**src/rtl/uncached_bridge_pkg.sv**
```systemverilog
// Shared definitions for the uncached access bridge: FSM encoding,
// access size codes and the alignment rule.
package uncached_bridge_pkg;

  typedef enum logic [1:0] {
    ST_IDLE = 2'd0,
    ST_REQ  = 2'd1,
    ST_WAIT = 2'd2,
    ST_RESP = 2'd3
  } bridge_state_e;

  localparam logic [1:0] SIZE_B = 2'd0;
  localparam logic [1:0] SIZE_H = 2'd1;
  localparam logic [1:0] SIZE_W = 2'd2;

  // Reserved size code 3 is treated as misaligned so it is rejected locally.
  function automatic logic is_misaligned(input logic [1:0] size,
                                         input logic [1:0] addr_lo);
    logic mis;
    case (size)
      SIZE_B:  mis = 1'b0;
      SIZE_H:  mis = addr_lo[0];
      SIZE_W:  mis = (addr_lo != 2'd0);
      default: mis = 1'b1;
    endcase
    return mis;
  endfunction

endpackage

```
**src/rtl/bridge_timer.sv**
```systemverilog
// Transaction timeout counter: cleared on accept, counts busy cycles and
// flags when the allowed budget has been used up.
module bridge_timer #(
  parameter int unsigned TIMEOUT_CYCLES = 256
) (
  input  logic clk,
  input  logic rst,
  input  logic clear,
  input  logic enable,
  output logic hit
);

  localparam logic [15:0] HIT_VAL = 16'(TIMEOUT_CYCLES - 1);

  logic [15:0] count;

  always_ff @(posedge clk or negedge rst) begin
    if (!rst) begin
      count <= '0;
    end else if (clear) begin
      count <= '0;
    end else if (enable) begin
      count <= count + 16'd1;
    end
  end

  // Compare with >= so a grant won on the deadline still times out in WAIT.
  assign hit = (count >= HIT_VAL);

endmodule

```
**src/rtl/uncached_bridge.sv**
```systemverilog
// Bridge from the pipeline's uncached access port to the system bus:
// one outstanding transaction, local misalignment rejection, timeout abort.
module uncached_bridge
  import uncached_bridge_pkg::*;
#(
  parameter int unsigned TIMEOUT_CYCLES = 256
) (
  input  logic        clk,
  input  logic        rst,
  input  logic        req_valid,
  output logic        req_ready,
  input  logic        req_we,
  input  logic [1:0]  req_size,
  input  logic [31:0] req_addr,
  input  logic [31:0] req_wdata,
  input  logic [3:0]  req_wstrb,
  output logic        rsp_valid,
  output logic [31:0] rsp_rdata,
  output logic        rsp_err,
  output logic        bus_req,
  input  logic        bus_gnt,
  output logic        bus_we,
  output logic [1:0]  bus_size,
  output logic [31:0] bus_addr,
  output logic [31:0] bus_wdata,
  output logic [3:0]  bus_wstrb,
  input  logic        bus_rvalid,
  input  logic [31:0] bus_rdata,
  input  logic        bus_err
);

  bridge_state_e state, state_next;
  logic          handshake;
  logic          timer_en;
  logic          timer_hit;
  logic          rsp_load;
  logic          rsp_err_next;
  logic [31:0]   rsp_rdata_next;

  always_ff @(posedge clk or negedge rst) begin
    if (!rst) begin
      state <= ST_IDLE;
    end else begin
      state <= state_next;
    end
  end

  // Bus events take priority over the timeout in the same cycle.
  always_comb begin
    state_next     = state;
    handshake      = 1'b0;
    timer_en       = 1'b0;
    rsp_load       = 1'b0;
    rsp_err_next   = 1'b0;
    rsp_rdata_next = '0;
    case (state)
      ST_IDLE: begin
        if (req_valid) begin
          handshake = 1'b1;
          if (is_misaligned(req_size, req_addr[1:0])) begin
            state_next   = ST_RESP;
            rsp_load     = 1'b1;
            rsp_err_next = 1'b1;
          end else begin
            state_next = ST_REQ;
          end
        end
      end
      ST_REQ: begin
        timer_en = 1'b1;
        if (bus_gnt) begin
          state_next = ST_WAIT;
        end else if (timer_hit) begin
          state_next   = ST_RESP;
          rsp_load     = 1'b1;
          rsp_err_next = 1'b1;
        end
      end
      ST_WAIT: begin
        timer_en = 1'b1;
        if (bus_rvalid) begin
          state_next     = ST_RESP;
          rsp_load       = 1'b1;
          rsp_err_next   = bus_err;
          rsp_rdata_next = bus_rdata;
        end else if (timer_hit) begin
          state_next   = ST_RESP;
          rsp_load     = 1'b1;
          rsp_err_next = 1'b1;
        end
      end
      ST_RESP: begin
        state_next = ST_IDLE;
      end
      default: begin
        state_next = ST_IDLE;
      end
    endcase
  end

  always_ff @(posedge clk or negedge rst) begin
    if (!rst) begin
      bus_we    <= 1'b0;
      bus_size  <= '0;
      bus_addr  <= '0;
      bus_wdata <= '0;
      bus_wstrb <= '0;
    end else if (handshake) begin
      bus_we    <= req_we;
      bus_size  <= req_size;
      bus_addr  <= req_addr;
      bus_wdata <= req_wdata;
      bus_wstrb <= req_wstrb;
    end
  end

  always_ff @(posedge clk or negedge rst) begin
    if (!rst) begin
      rsp_err   <= 1'b0;
      rsp_rdata <= '0;
    end else if (rsp_load) begin
      rsp_err   <= rsp_err_next;
      rsp_rdata <= rsp_rdata_next;
    end
  end

  bridge_timer #(
    .TIMEOUT_CYCLES(TIMEOUT_CYCLES)
  ) u_timer (
    .clk    (clk),
    .rst    (rst),
    .clear  (handshake),
    .enable (timer_en),
    .hit    (timer_hit)
  );

  assign req_ready = (state == ST_IDLE);
  assign bus_req   = (state == ST_REQ);
  assign rsp_valid = (state == ST_RESP);

endmodule
```
**config.mk**
```make
export PLATFORM = sky130hd
export DESIGN_NAME = uncached_bridge
export DESIGN_NICKNAME = d
export VERILOG_FILES = /design/src/rtl/uncached_bridge_pkg.sv /design/src/rtl/bridge_timer.sv /design/src/rtl/uncached_bridge.sv
export SDC_FILE = /design/constraint.sdc
export NUM_CORES = 1
export LEC_CHECK = 0
export ABC_AREA = 1
export BUFFER_PORTS_ARGS = -buffer_cell sky130_fd_sc_hd__buf_4
export CAP_MARGIN = 20
export CORE_AREA = 2 2 143 145
export CTS_CLUSTER_SIZE = 10
export DETAILED_ROUTE_END_ITERATION = 8
export DIE_AREA = 0 0 145 147
export SLEW_MARGIN = 20
export SYNTH_ARGS = -nofsm -noshare
export SYNTH_HDL_FRONTEND = slang
export SYNTH_SLANG_ARGS = --single-unit
```
**constraint.sdc**
```tcl
create_clock -name clk -period 1.55 [get_ports clk]
set_input_delay 0.155 -clock clk [delete_from_list [all_inputs] [get_ports clk]]
set_output_delay 0.155 -clock clk [all_outputs]
set_load 0.1 [all_outputs]
```
==> results of run 1 <==
==> path summary, 6_finish.rpt <==
kind | startpoint | end | cells past startpoint
min in group asynchronous | rst | rsp_rdata[0] | 2
hold / removal | req_addr[1] | bus_addr[1] | 3
hold reg to reg | rsp_rdata[29] | rsp_rdata[29] | 2
setup / recovery | state[1] | rsp_rdata[1] | 10
setup reg to reg | state[1] | rsp_rdata[1] | 10
max in group asynchronous | rst | bus_addr[14] | 3
==> synthesized netlist by cell type, drive strengths merged <==
cell	n	area [um^2]
a211oi	1	7.51
a21oi	8	40.0
a31oi	1	6.26
buf	11	73.8
clkbuf	15	56.3
clkinv	1	3.75
dfrtp	122	3050
ha	5	62.6
inv	23	86.3
nand2	321	1240
nand3	39	200
nor2	31	139
nor3	4	20.0
o21a	1	7.51
o21ai	11	58.8
o221a	1	11.3
or2	1	6.26
xnor2	1	8.76
==> area by class of cell <==
| class | count | area share, % |
|---|---|---|
| repair buffers | 343 | 33.2 |
| inverters | 24 | 1.03 |
| multi-input cells | 425 | 21.0 |
| flip-flops and latches | 122 | 34.1 |
| well taps | 270 | 3.77 |
| clock buffers | 19 | 4.94 |
| clock inverters | 13 | 1.86 |
| diodes | 1 | 0.0279 |
==> worst register-to-register path: cells and delay by family (launching register included) <==
kind                       cells  cell delay, ns
and+or+nand+nor                7            0.59
DFF                            1            0.39
buffers and inverters          2            0.33
adders and majority gates      1            0.19
==> state kept, by name, indices dropped and copies added, names as in the netlist <==
| signal | cells |
|---|---|
| bus_addr | 32 |
| bus_wdata | 32 |
| rsp_rdata | 32 |
| u_timer.count | 16 |
| bus_wstrb | 4 |
| bus_size | 2 |
| state | 2 |
| bus_we | 1 |
| rsp_err | 1 |
==> what timing repair did <==
action	in CTS	in global routing
hold buffers	99	0
buffers inserted	0	1
gates resized for setup	10	10
gates cloned	0	1
hold endpoints to repair	220	0
setup endpoints to repair	37	45
pin swaps	0	3
==> layout by cell type (no fill, tap or decap), types with 4 or more instances in the layout <==
| cell | instances |
|---|---|
| nand2_1 | 303 |
| buf_4 | 229 |
| dfrtp_1 | 121 |
| dlygate4sd3_1 | 99 |
| nand3_1 | 37 |
| nor2_1 | 23 |
| clkbuf_16 | 18 |
| nand2_2 | 16 |
| inv_1 | 16 |
| a21oi_1 | 8 |
| buf_12 | 8 |
| inv_2 | 6 |
| nor2_2 | 6 |
| o21ai_0 | 6 |
| buf_6 | 5 |
| nor3_1 | 4 |
==> cells by family after synthesis <==
kind of cell | count (synthesis) | share of synthesized area, %
AO/OA/AOI/OAI | 23 | 2.58
XOR/XNOR | 1 | 0.172
adder cells (fa/ha/maj) | 5 | 1.23
buffers and inverters | 50 | 4.33
flip-flops | 122 | 60.1
AND/OR/NAND/NOR | 396 | 31.6
==> through the flow <==
stage | std cells | area (um^2) | hold WS [ns]
global route | 1217 | 8960 | 0.0131
global placement | 1083 | 7260 | -0.0335
floorplan | 597 | 5160 | -0.141
CTS | 1214 | 8890 | 0.0156
finish | 1217 | 8960 | 0.0238
detailed placement | 1083 | 7260 | -0.0345
==> layer usage <==
metal  vias to the layer above  global-route usage (%)  routed length [um]
met5                         -                       0                   0
met4                         0                    3.42                 141
met3                         8                    4.88                1020
met2                       192                    24.9                7400
met1                      2407                    19.6                7450
li1                       2514                       -                   -
==> metrics, run 1 <==
status=finished, violations left; failing checks=setup timing; Reg clk slew, reported paths=0.06 ns; Crit path max-delay family=simple AND/OR/NAND/NOR gates; first-pass GRT wire length=26,000 um; Max-Cap Viols=0; Util after Layout=45.2%; antenna viol nets, final=0; initial antenna violation count=1; Mapped Nets=711; GR Util All Layers=15.1%; number of global-route vias before repair=5,142; Unique masters post-synth=27; Initial DRT Pass Iterations=5; Final Hold Fails=0; flop2flop setup slack=-0.02 ns; GRT Residual Overflow=0; endpoint class of the critical path=flop; Synth Register Bits=122; final period utilization=101%; CP startpoint kind=flop; DP Wirelength=10,100 um; RSZ-0062 raised after global routing=true; clock root buffer=clkbuf_16; TNS Setup=-0.0427 ns; Cell Chain, Critical Path=buf_4 > ha_2 > nand2_2 > nand3_1 > nand2_1 > nand3_2 > nand2_4 > clkbuf_16 > nand2_2 > nand2_1; post-synthesis sequential area ratio=60.1%; Via Count=5,121; Rows=52; final-stage net count=1,047; Max Buffers Root-to-Sink=2; Register Area=0.00305 mm^2; fmax=637 MHz; post-DR wirelength/cell=13.2 um; layout cell share with drive strength beyond 1=33.7%; setup violators final=5; Crit Path Max Fanout=7; Syn Inst Count=597; Die X-Extent=145 um; CTS sink cnt=122; Worst Path Buf+Inv=2; P&R area growth vs syn=76.2%; PortBufs=215; CTS tree=yes; Max stage delay on crit path=0.39 ns; Die Ht=147 um; Critical Path AT=1.91 ns; wirelength, routed=16,000 um; # DRC=0; Cell Area, Synth=0.00508 mm^2; Num CTS Buffers=17; Crit Path Category=flop to flop; WP data required=1.89 ns; Layout Skew=0.00901 ns; worst setup margin=-0.0196 ns; largest net degree at the start of global routing=76; Die ar.=0.0213 mm^2; multi-input logic area=0.00188 mm^2; H-tree Lvls=4; Worst Tran Pin Value=0.402 ns; DR iter-0 viols=189; type of the worst min-delay path=input pin to flop; I/O pins=216; syn_area_per_cell=8.52 um^2; Synth warnings=0; Final Critical Period=1.57 ns; Initial Util=25.6%; Slowest-stage cell, CP=dfrtp_1; Slew headroom=73.2%; final RePlAce weighted congestion=0.762; Fill cells=1,858; post-placement setup slack=-0.0260 ns; Via density=4.21; core area=0.0198 mm^2; clock latency on the worst-skew pair=0.41 ns; Slew Viols, Final=0
Power of run 1 is left out: the tool's default activity adds up to more than one toggle a clock period on the data nets, which glitch-free logic cannot reach.
==> inputs of run 2 (changes only) <==
--- a/config.mk
+++ b/config.mk
@@ -12,6 +12,7 @@
 export CTS_CLUSTER_SIZE = 10
 export DETAILED_ROUTE_END_ITERATION = 8
 export DIE_AREA = 0 0 145 147
+export SKIP_LAST_GASP = 1
 export SLEW_MARGIN = 20
 export SYNTH_ARGS = -nofsm -noshare
 export SYNTH_HDL_FRONTEND = slang
==> constraint.sdc (replaced) <==
create_clock -name clk -period 1.55 [get_ports clk]
set_input_delay 0.3875 -clock clk [delete_from_list [all_inputs] [get_ports clk]]
set_output_delay 0.3875 -clock clk [all_outputs]
set_load 0.1 [all_outputs]
==> metrics, run 2 (same netlist as run 1, synthesis figures left out) <==
status=finished, violations left; failing checks=setup timing; fmax=597 MHz; CTS sink cnt=122; clock root buffer=clkbuf_16; core area=0.0198 mm^2; worst hold slack=0.162 ns; flop2flop setup slack=-0.09 ns; Initial DRT Pass Iterations=5; hold_sp=req_wdata[12]; GR Util All Layers=14.5%; TNS Setup=-2.12 ns; Max stage delay on crit path=0.41 ns; Initial Util=25.6%; post-DR wirelength/cell=14.6 um; Final Non-Filler Cells=1,147; final RePlAce weighted congestion=0.753; Die ar.=0.0213 mm^2; PortBufs=215; Die Ht=147 um; Num CTS Buffers=17; RSZ-0062 raised after global routing=true; commonest non-fill, non-tap cells in the layout=279 x nand2_1, 241 x buf_4, 121 x dfrtp_1; Max Buffers Root-to-Sink=2; Worst Setup SP=state[1]; Crit Path Category=flop to primary output; Crit path max-delay family=flip-flops; number of global-route vias before repair=4,706; Fill cells=1,970; Post-DP Area=0.00729 mm^2; biggest regs=bus_addr: 32 flops, bus_wdata: 32 flops, rsp_rdata: 32 flops; GRT Residual Overflow=0; DR iter-0 viols=165; GR Layer Usage met2=22.2%; Critical Path AT=1.29 ns; CP startpoint kind=flop; H-tree Lvls=4; Layout Skew=0.00917 ns; final instance area=0.00862 mm^2; worst setup margin=-0.125 ns; first-pass GRT wire length=24,500 um; endpoint class of the critical path=primary output; P&R area growth vs syn=69.5%; met3 usage=6.09%; clock latency on the worst-skew pair=0.42 ns; largest net degree at the start of global routing=68; wirelength, routed=16,800 um; placed insts=1,088; most common cell after layout, fill and taps aside=nand2_1; # DRC=0; type of the worst min-delay path=input pin to flop; Slew headroom=74.5%; final period utilization=108%; Diodes inserted=0; antenna viol nets, final=0; Die X-Extent=145 um; initial antenna violation count=0; I/O pins=216; CTS tree=yes; Worst Path Buf+Inv=2; Slew Viols, Final=0; Final Critical Period=1.67 ns; Final Hold Fails=0; Rows=52; Max-Cap Viols=0; Cell Chain, Critical Path=inv_2 > ha_4 > buf_12; layout cell share with drive strength beyond 1=43.9%; Via density=4.24; r2r startpoint=state[1]; gr busiest metal=met2; Slowest-stage cell, CP=dfrtp_1; WP data required=1.16 ns; setup violators final=40; Worst Tran Pin Value=0.383 ns; met1 Usage GRT=19.3%; Via Count=4,864; Crit Path Max Fanout=3; Reg clk slew, reported paths=0.06 ns; DP Wirelength=10,100 um; final-stage net count=978
-- run 2: cell count changes in the layout (fill, tap and decap cells not counted), moves of 3 or more --
cell	delta
clkbuf_16	+6
nand2_8	+3
nor2_4	+4
buf_4	+12
nor2_1	-3
nand3_1	-3
nand2_2	+22
buf_12	+5
nand2_1	-24
buf_16	+3
dlygate4sd3_1	-98
-- run 2: layout make-up --
cell class / instances / area (um^2) / share of cell area (%)
clock buffer: 18 / 439 / 5.10
clock inverter: 14 / 148 / 1.71
inverter: 24 / 108 / 1.25
multi-input combinational: 425 / 2070 / 24.0
sequential: 122 / 3050 / 35.4
tap: 270 / 338 / 3.92
timing repair buffer: 274 / 2460 / 28.6
-- run 2: final timing paths --
check,cells after the start,endpoint
min in group asynchronous,3,state[1]
min reg2reg,2,rsp_rdata[27]
max in group asynchronous,3,bus_wdata[20]
max reg2reg,11,u_timer.count[12]
min,3,bus_wdata[12]
max,3,req_ready
-- run 2: worst min-delay path, delay by kind of cell --
kind                   cells  cell delay [ns]
buffers and inverters      1             0.08
AND/OR/NAND/NOR            2             0.08
-- run 2: layer usage --
metal  routed length, um  part of all wire, %
met5                   0                    0
met4                 136                 0.81
met3                1290                  7.7
met2                7790                   46
met1                7550                   45
-- run 2: stage by stage --
step | util, % | setup slack, ns
after floorplan | - | -0.0997
after global placement | 36.7 | 0.00217
after detailed placement | 36.7 | -0.0552
after CTS | 40.6 | -0.140
after global routing | 43.4 | -0.183
final | 43.4 | -0.125
-- run 2: timing repair --
item | CTS | global route
setup endpoints to repair | 9 | 119
hold buffers | 1 | 0
hold endpoints to repair | 22 | 0
pin swaps | 6 | 14
buffers inserted | 7 | 7
gates cloned | 2 | 11
gates resized for setup | 18 | 81
Power of run 2 is left out for the same reason.
==> inputs of run 3 (changes only) <==
--- a/config.mk
+++ b/config.mk
@@ -8,10 +8,11 @@
 export ABC_AREA = 1
 export BUFFER_PORTS_ARGS = -buffer_cell sky130_fd_sc_hd__buf_4
 export CAP_MARGIN = 20
-export CORE_AREA = 2 2 143 145
+export CORE_AREA = 2 2 112 114
 export CTS_CLUSTER_SIZE = 10
 export DETAILED_ROUTE_END_ITERATION = 8
-export DIE_AREA = 0 0 145 147
+export DIE_AREA = 0 0 114 116
+export PLACE_DENSITY = 0.75
 export SKIP_LAST_GASP = 1
 export SLEW_MARGIN = 20
 export SYNTH_ARGS = -nofsm -noshare
==> metrics, run 3 (same netlist as run 1, synthesis figures left out) <==
Via Count=4,822; Diodes inserted=0; DR iter-0 viols=335; clock latency on the worst-skew pair=0.41 ns; Final Non-Filler Cells=1,002; Die X-Extent=114 um; failing checks=setup timing; final period utilization=112%; worst setup margin=-0.193 ns; number of global-route vias before repair=4,759; CTS sink cnt=122; Util after Layout=67.2%; Crit path max-delay family=flip-flops; most common cell after layout, fill and taps aside=nand2_1; DP Wirelength=9850 um; Max stage delay on crit path=0.42 ns; post-DR wirelength/cell=14.5 um; Slew Viols, Final=0; Hold Path Depth=3; Rows=40; type of the worst min-delay path=input pin to flop; CP startpoint kind=flop; setup violators final=39; wirelength, routed=14,500 um; CTS tree=yes; Reg clk slew, reported paths=0.06 ns; WP data required=1.16 ns; core area=0.0119 mm^2; Max Buffers Root-to-Sink=2; Final Hold Fails=0; Cell Chain, Critical Path=inv_2 > buf_6 > ha_4 > buf_12; initial antenna violation count=0; Crit Path Max Fanout=4; status=finished, violations left; Num CTS Buffers=17; first-pass GRT wire length=22,600 um; commonest non-fill, non-tap cells in the layout=277 x nand2_1, 231 x buf_4, 121 x dfrtp_1; I/O pins=216; P&R area growth vs syn=57.5%; antenna viol nets, final=0; Critical Path AT=1.36 ns; clock root buffer=clkbuf_16; # DRC=0; Slew headroom=70.5%; largest net degree at the start of global routing=75; layout cell share with drive strength beyond 1=41.3%; Worst Tran Pin Value=0.438 ns; Slowest-stage cell, CP=dfrtp_1; PortBufs=215; placed insts=957; Crit Path Category=flop to primary output; Max-Cap Viols=0; GR Util All Layers=21.9%; biggest regs=bus_addr: 32 flops, bus_wdata: 32 flops, rsp_rdata: 32 flops; Layout Skew=0.00688 ns; RSZ-0062 raised after global routing=true; Via density=4.81; fmax=574 MHz; Initial Util=42.7%; GRT Residual Overflow=0; final RePlAce weighted congestion=0.816; endpoint class of the critical path=primary output; Final Critical Period=1.74 ns; Die ar.=0.0132 mm^2; final-stage net count=956; CP Depth=4; r2r worst-path depth=12; Initial DRT Pass Iterations=5; Worst Path Buf+Inv=3; Die Ht=116 um; post-placement setup slack=-0.127 ns; H-tree Lvls=4
==> run 3: changes by cell type in the layout (fill, tap and decap cells not counted), moves of 3 or more <==
cell | before | now
buf_12 | 13 | 9
buf_16 | 4 | 0
buf_4 | 241 | 231
clkbuf_1 | 0 | 5
clkbuf_16 | 24 | 17
clkinv_4 | 4 | 0
inv_6 | 3 | 0
o21ai_2 | 4 | 1
==> run 3: what timing repair did <==
action / in CTS / in global routing
setup buffers: 4 / 4
endpoints found under the setup margin: 40 / 61
hold endpoints to repair: 4 / 0
cloned: 2 / 2
hold buffers: 1 / 0
pin swaps: 8 / 7
resized for setup: 24 / 46
==> run 3: final timing paths <==
path	from	endpoint	slack (ns)
max	state[1]	bus_req	-0.19
min	req_wdata[27]	bus_wdata[27]	0.17
max reg2reg	state[1]	rsp_rdata[10]	-0.15
min reg2reg	rsp_rdata[25]	rsp_rdata[25]	0.47
max in group asynchronous	rst	state[0]	0.60
min in group asynchronous	rst	rsp_rdata[9]	0.34
==> run 3: cell type report <==
| cell class | instances | area (um^2) |
|---|---|---|
| Fill cell | 920 | 3900 |
| Sequential cell | 122 | 3050 |
| Multi-Input combinational cell | 429 | 2090 |
| Timing Repair Buffer | 248 | 2010 |
| Clock buffer | 25 | 485 |
| Tap cell | 147 | 184 |
| Inverter | 24 | 93.8 |
| Clock inverter | 7 | 90.1 |
==> run 3: through the flow <==
| stage | hold WS, ns | cell area [um^2] | TNS (ns) |
|---|---|---|---|
| 2_1_floorplan | 0.0919 | 5160 | -2.97 |
| 3_3_place_gp | 0.210 | 7050 | -2.75 |
| 3_5_place_dp | 0.214 | 7050 | -3.42 |
| 4_1_cts | 0.148 | 7780 | -0.684 |
| 5_1_grt | 0.157 | 8010 | -8.16 |
| 6_report | 0.169 | 8010 | -4.87 |
==> run 3: layer usage <==
metal,vias up,GRT usage (%),routed length (um)
met5,-,0,0
met4,0,8.21,275
met3,21,8.79,1460
met2,208,35.0,6970
met1,2259,26.9,5800
li1,2334,-,-
==> run 3: worst reg2reg max path: stages, from the launching register on <==
cell     delay [ns]
dfrtp_1        0.42
inv_2          0.10
buf_6          0.10
ha_4           0.14
buf_4          0.11
inv_2          0.03
nor2_4         0.09
nand2_2        0.09
nand3_4        0.12
buf_6          0.13
nand2_8        0.10
nand2_2        0.09
nand2_1        0.06
Power of run 3 is left out for the same reason.
